### config.mk
export PLATFORM = sky130hd
export DESIGN_NAME = key_round_store
export DESIGN_NICKNAME = d
export VERILOG_FILES = /design/src/rtl/aes_pkg.sv /design/src/rtl/rk_regfile.sv /design/src/rtl/key_round_store.sv
export SDC_FILE = /design/constraint.sdc
export NUM_CORES = 2
export LEC_CHECK = 0
export CAP_MARGIN = 25
export CORE_MARGIN = 8
export CORE_UTILIZATION = 30
export DETAILED_ROUTE_END_ITERATION = 8
export SYNTH_ARGS = -nofsm -noshare
export SYNTH_HDL_FRONTEND = slang
export SYNTH_SLANG_ARGS = --single-unit
### constraint.sdc
create_clock -name clk -period 10.8 [get_ports clk]
set_clock_uncertainty 0.05 [all_clocks]
set_input_delay 1.62 -clock clk [delete_from_list [all_inputs] [get_ports clk]]
set_output_delay 1.62 -clock clk [all_outputs]
set_load 0.02 [all_outputs]
### src/rtl/aes_pkg.sv
// Shared constants and FSM encoding for the AES round-key buffer.
package aes_pkg;

    localparam int KEY_W     = 128;
    localparam int MAX_RK    = 15;
    localparam int NR_AES128 = 11;
    localparam int NR_AES256 = 15;

    typedef enum logic [1:0] {
        IDLE  = 2'd0,
        LOAD  = 2'd1,
        READY = 2'd2
    } state_e;

endpackage

### src/rtl/rk_regfile.sv
// Round-key flop array: one synchronous write port, one asynchronous read port.
module rk_regfile #(
    parameter int KEY_W = 128,
    parameter int DEPTH = 15
) (
    input  logic             clk,
    input  logic             we,
    input  logic [3:0]       waddr,
    input  logic [KEY_W-1:0] wdata,
    input  logic [3:0]       raddr,
    output logic [KEY_W-1:0] rdata
);

    logic [KEY_W-1:0] mem_q [DEPTH];

    always_ff @(posedge clk) begin
        if (we) mem_q[waddr] <= wdata;
    end

    assign rdata = mem_q[raddr];

endmodule

### src/rtl/key_round_store.sv
// Captures an expanded AES key schedule and replays it forward or reverse.
// The "type" select is named key_type since "type" is a SystemVerilog keyword.
module key_round_store
    import aes_pkg::*;
#(
    parameter int KEY_W  = aes_pkg::KEY_W,
    parameter int MAX_RK = aes_pkg::MAX_RK
) (
    input  logic             clk,
    input  logic             reset,
    input  logic             load_start,
    input  logic             key_type,
    input  logic [KEY_W-1:0] rk_in,
    input  logic             rk_valid,
    output logic             ready,
    input  logic             rd_restart,
    input  logic             rd_dir,
    input  logic             rd_req,
    output logic [KEY_W-1:0] rk_out,
    output logic             rk_out_valid,
    output logic [3:0]       rk_idx,
    output logic             rd_last,
    output logic             rd_err
);

    state_e           state_q, state_d;
    logic [3:0]       nr_q, nr_d;
    logic [3:0]       wr_ptr_q, wr_ptr_d;
    logic [3:0]       rd_ptr_q, rd_ptr_d;
    logic             dir_q, dir_d;
    logic             done_q, done_d;
    logic             ready_q, ready_d;
    logic [KEY_W-1:0] rk_out_q, rk_out_d;
    logic             valid_q, valid_d;
    logic [3:0]       idx_q, idx_d;
    logic             last_q, last_d;
    logic             err_q, err_d;

    logic             wr_en;
    logic [3:0]       ptr_c;
    logic             dir_c;
    logic             done_c;
    logic             last_c;
    logic [3:0]       nr_m1;
    logic [3:0]       nr_sel;
    logic [KEY_W-1:0] rdata;

    rk_regfile #(
        .KEY_W(KEY_W),
        .DEPTH(MAX_RK)
    ) u_regfile (
        .clk  (clk),
        .we   (wr_en),
        .waddr(wr_ptr_q),
        .wdata(rk_in),
        .raddr(ptr_c),
        .rdata(rdata)
    );

    assign nr_m1  = nr_q - 4'd1;
    assign nr_sel = key_type ? 4'(NR_AES256) : 4'(NR_AES128);

    always_comb begin
        state_d  = state_q;
        nr_d     = nr_q;
        wr_ptr_d = wr_ptr_q;
        rd_ptr_d = rd_ptr_q;
        dir_d    = dir_q;
        done_d   = done_q;
        ready_d  = ready_q;
        rk_out_d = rk_out_q;
        idx_d    = idx_q;
        valid_d  = 1'b0;
        last_d   = 1'b0;
        err_d    = 1'b0;
        wr_en    = 1'b0;
        ptr_c    = rd_ptr_q;
        dir_c    = dir_q;
        done_c   = done_q;
        last_c   = 1'b0;

        unique case (state_q)
            IDLE: begin
                if (load_start) begin
                    state_d  = LOAD;
                    nr_d     = nr_sel;
                    wr_ptr_d = 4'd0;
                end else if (rd_req) begin
                    err_d = 1'b1;
                end
            end
            LOAD: begin
                if (load_start) begin
                    nr_d     = nr_sel;
                    wr_ptr_d = 4'd0;
                end else begin
                    err_d = rd_req;
                    if (rk_valid) begin
                        wr_en    = 1'b1;
                        wr_ptr_d = wr_ptr_q + 4'd1;
                        if (wr_ptr_q == nr_m1) begin
                            state_d  = READY;
                            ready_d  = 1'b1;
                            rd_ptr_d = 4'd0;
                            dir_d    = 1'b0;
                            done_d   = 1'b0;
                        end
                    end
                end
            end
            READY: begin
                if (load_start) begin
                    state_d  = LOAD;
                    ready_d  = 1'b0;
                    nr_d     = nr_sel;
                    wr_ptr_d = 4'd0;
                end else begin
                    // Restart repositions first so a same-cycle read uses the new start.
                    if (rd_restart) begin
                        dir_c  = rd_dir;
                        ptr_c  = rd_dir ? nr_m1 : 4'd0;
                        done_c = 1'b0;
                    end
                    rd_ptr_d = ptr_c;
                    dir_d    = dir_c;
                    done_d   = done_c;
                    if (rd_req) begin
                        if (done_c) begin
                            err_d = 1'b1;
                        end else begin
                            last_c   = dir_c ? (ptr_c == 4'd0) : (ptr_c == nr_m1);
                            rk_out_d = rdata;
                            idx_d    = ptr_c;
                            valid_d  = 1'b1;
                            last_d   = last_c;
                            if (last_c) done_d = 1'b1;
                            else rd_ptr_d = dir_c ? ptr_c - 4'd1 : ptr_c + 4'd1;
                        end
                    end
                end
            end
            default: state_d = IDLE;
        endcase
    end

    always_ff @(posedge clk or posedge reset) begin
        if (reset) begin
            state_q  <= IDLE;
            nr_q     <= 4'(NR_AES128);
            wr_ptr_q <= 4'd0;
            rd_ptr_q <= 4'd0;
            dir_q    <= 1'b0;
            done_q   <= 1'b0;
            ready_q  <= 1'b0;
            rk_out_q <= '0;
            valid_q  <= 1'b0;
            idx_q    <= 4'd0;
            last_q   <= 1'b0;
            err_q    <= 1'b0;
        end else begin
            state_q  <= state_d;
            nr_q     <= nr_d;
            wr_ptr_q <= wr_ptr_d;
            rd_ptr_q <= rd_ptr_d;
            dir_q    <= dir_d;
            done_q   <= done_d;
            ready_q  <= ready_d;
            rk_out_q <= rk_out_d;
            valid_q  <= valid_d;
            idx_q    <= idx_d;
            last_q   <= last_d;
            err_q    <= err_d;
        end
    end

    assign ready        = ready_q;
    assign rk_out       = rk_out_q;
    assign rk_out_valid = valid_q;
    assign rk_idx       = idx_q;
    assign rd_last      = last_q;
    assign rd_err       = err_q;

endmodule
==> qor.txt <==
Slew Viols, Final: 76
Die width: 538 µm
Multi-input gate area: 18300 µm²
I/O pin cnt: 272
CTS Hold Bufs: 0
CTS Buffer Depth: 3
Hold_ws: 0.473 ns
# fillers: 25400
Drt pass-1 iters: 6
Fraction of layout cells with a size suffix above 1: 12.3%
Core ar.: 271000 µm²
# resized after CTS: 0
Clk root buf: clkbuf_16
Synth Register Bits: 2069
Ys async rst share: 7.20%
Clk pin slew, worst setup/hold paths: 0.06 ns
Port buffer count: 271
Worst R2R Path Depth: 7
Synth warn: 0
Most common cell after layout, fill and taps aside: edfxtp_1
Design Area, Final: 95300 µm²
Cell variety after synth: 70
Worst setup EP type: flop
Placed cell areas: 88500 µm²
RSZ-0062 raised after global routing: false
Status: finished, violations left
Gp weighted congestion: 0.756
Vias: 48900
Congestion Overflow GR: 0
Most frequent cells in the layout: edfxtp_1, o221ai_1, mux2i_1
Leakage dissipation: 0.0328 µW
Worst-Skew Late Latency: 0.86 ns
Mapped Cells: 5024
Area Overhead vs Synth: 16.4%
Avg Inst Size Synth: 16.3 µm²
Num Clock Sinks: 2069
Postcts setup bufs: 0
Worst flop-to-flop path endpoint: rk_out[78]$_DFFE_PP0P_
FF/Latch Area: 61400 µm²
Period utilization: 52.1%
Power Dens Cells: 169 nW/µm²
Largest fanout on the critical path: 63
Main synth FF type: edfxtp_1
Post-synth EDFFs: 1920
DRT antenna net count: 0
Clock period minus final worst setup slack: 5.63 ns
Crit start category: primary input
Syn nets: 5167
Crit path launch: load_start
Initial antenna violation count: 61
GRT Overall Usage: 16.5%
Vias per cell: 5.44
First-pass GRT wire length: 358 mm
Row cnt: 191
Worst Min Path Start: rk_out[24]$_DFFE_PP0P_
Number of global-route vias before repair: 49500
Reg-to-reg slack, setup: 6.08 ns
Total CTS buffers: 194
Maximum VDD drop: 114 µV
Starting density of the core: 30.2%
Post-Syn Area: 81900 µm²
Slew Limit Headroom: -6.62%
Setup violators final: 0
Final #Nets: 5344
Hold Vio Cnt, Final: 0
Die area: 290000 µm²
DR WL/cell: 28.0 µm
Crit Path Class: primary input to flop
DRC violation count after routing: 0
Post-Route WL: 252 mm
DPL Wire Length: 127 mm
DRT iter0 DRCs: 4969
FMAX: 0.178 GHz
CTS tree: yes
Sequential element share of the synthesized area: 75.0%
Req. time, crit path: 11.51 ns
Largest net degree at the start of global routing: 180
Die height: 538 µm
Slew @ Worst Pin: 1.60 ns
Reg2reg start: state_q[0]$_DFFE_PP0P_
Worst Setup EP: rk_out[78]$_DFFE_PP0P_
CTS H-tree depth: 4
Max Cap Violations: 0
Hold Path Class: flop to flop
Worst EP arrival: 6.34 ns
Violated checks: slew limit
## worst min-delay path by stage
stage                                   end  slack, ns  depth (start not counted)
detailed placement   rk_out[24]$_DFFE_PP0P_       0.46                          1
floorplan           wr_ptr_q[0]$_DFFE_PP0P_       0.47                          2
global placement      rk_out[6]$_DFFE_PP0P_       0.46                          1
CTS                  rk_out[94]$_DFFE_PP0P_       0.47                          2
finish               rk_out[24]$_DFFE_PP0P_       0.47                          1
global route         rk_out[24]$_DFFE_PP0P_       0.50                          1
## synthesized netlist by cell type (6+ instances only)
cell type / instances / area [µm²]
a21oi_1: 83 / 415
a221oi_1: 77 / 674
a2111oi_0: 62 / 543
o211ai_1: 70 / 526
and2_1: 10 / 62.6
buf_6: 12 / 135
o221ai_1: 329 / 2880
buf_2: 100 / 500
dfrtp_1: 149 / 3730
o221a_1: 57 / 642
nor3_1: 124 / 621
a211oi_1: 58 / 435
mux2i_1: 318 / 3180
ha_1: 6 / 75.1
nand3_1: 170 / 851
nor2_1: 166 / 623
o2111a_1: 23 / 259
mux2_2: 128 / 1440
a22oi_1: 25 / 188
buf_1: 34 / 128
inv_1: 206 / 773
and3_1: 7 / 43.8
clkbuf_1: 249 / 935
o22a_1: 57 / 499
a221o_1: 18 / 180
o211a_1: 31 / 310
o221a_2: 75 / 845
nand2b_1: 11 / 68.8
nand2_1: 98 / 368
edfxtp_1: 1920 / 57700
o22ai_1: 55 / 344
o21ai_0: 130 / 651
nor2b_1: 97 / 607
## cell families after synthesis
| family | count (synthesis) | share of synthesized area (%) |
|---|---|---|
| flip-flops | 2069 | 75.0 |
| AO/OA/AOI/OAI | 1180 | 11.8 |
| AND/OR/NAND/NOR | 708 | 4.21 |
| buffers and inverters | 607 | 3.06 |
| multiplexers | 451 | 5.79 |
| adder cells (fa/ha/maj) | 7 | 0.116 |
| XOR/XNOR | 2 | 0.0214 |
## state kept, by name, indices dropped and copies added (netlist names)
name,count
rd_err,1
nr_q,1
state_q,2
rd_last,1
rk_out,128
u_regfile.mem_q,1920
wr_ptr_q,4
rk_idx,4
done_q,1
rd_ptr_q,4
rk_out_valid,1
dir_q,1
ready,1
## per-stage QoR
step	instances	power, µW	setup TNS, ns	setup slack (ns)	utilization (%)
after floorplan	5024	9090	-1012.88	-0.891	-
after global placement	8570	9270	0	4.46	32.7
after detailed placement	8571	9280	0	4.36	32.7
after CTS	8939	16200	0	5.29	35.1
after global routing	8956	16500	0	5.05	35.2
final	8977	16100	0	5.17	35.2
## power by group
part	internal [µW]	switching [µW]	total, µW
Sequential	8810	18.5	8830
Clock	3970	3050	7020
Combinational	72.6	212	285
## worst max-delay path, stage by stage
cell	delay (ns)
clkdlybuf4s50_1	0.71
nand4bb_4	0.21
buf_4	0.73
buf_4	0.83
mux2i_4	0.81
buf_4	0.82
o221ai_1	0.24
a21oi_1	0.19
## area by class of cell
class	instances	area share (%)
Inverter	208	0.832
Tap cell	3570	4.69
Multi-Input combinational cell	2348	19.1
Timing Repair Buffer	380	3.92
Clock inverter	110	1.38
Antenna cell	34	0.0893
Clock buffer	258	5.53
Sequential cell	2069	64.4
## metal layers
layer / vias to the layer above / track usage, % / wire length [µm]
li1: 20700 / - / -
met3: 453 / 4.29 / 20700
met5: - / 0 / 200
met2: 2077 / 27.0 / 119000
met1: 25600 / 21.1 / 103000
met4: 30 / 6.40 / 8550
No activity file was read; power rests on OpenSTA's default activity.
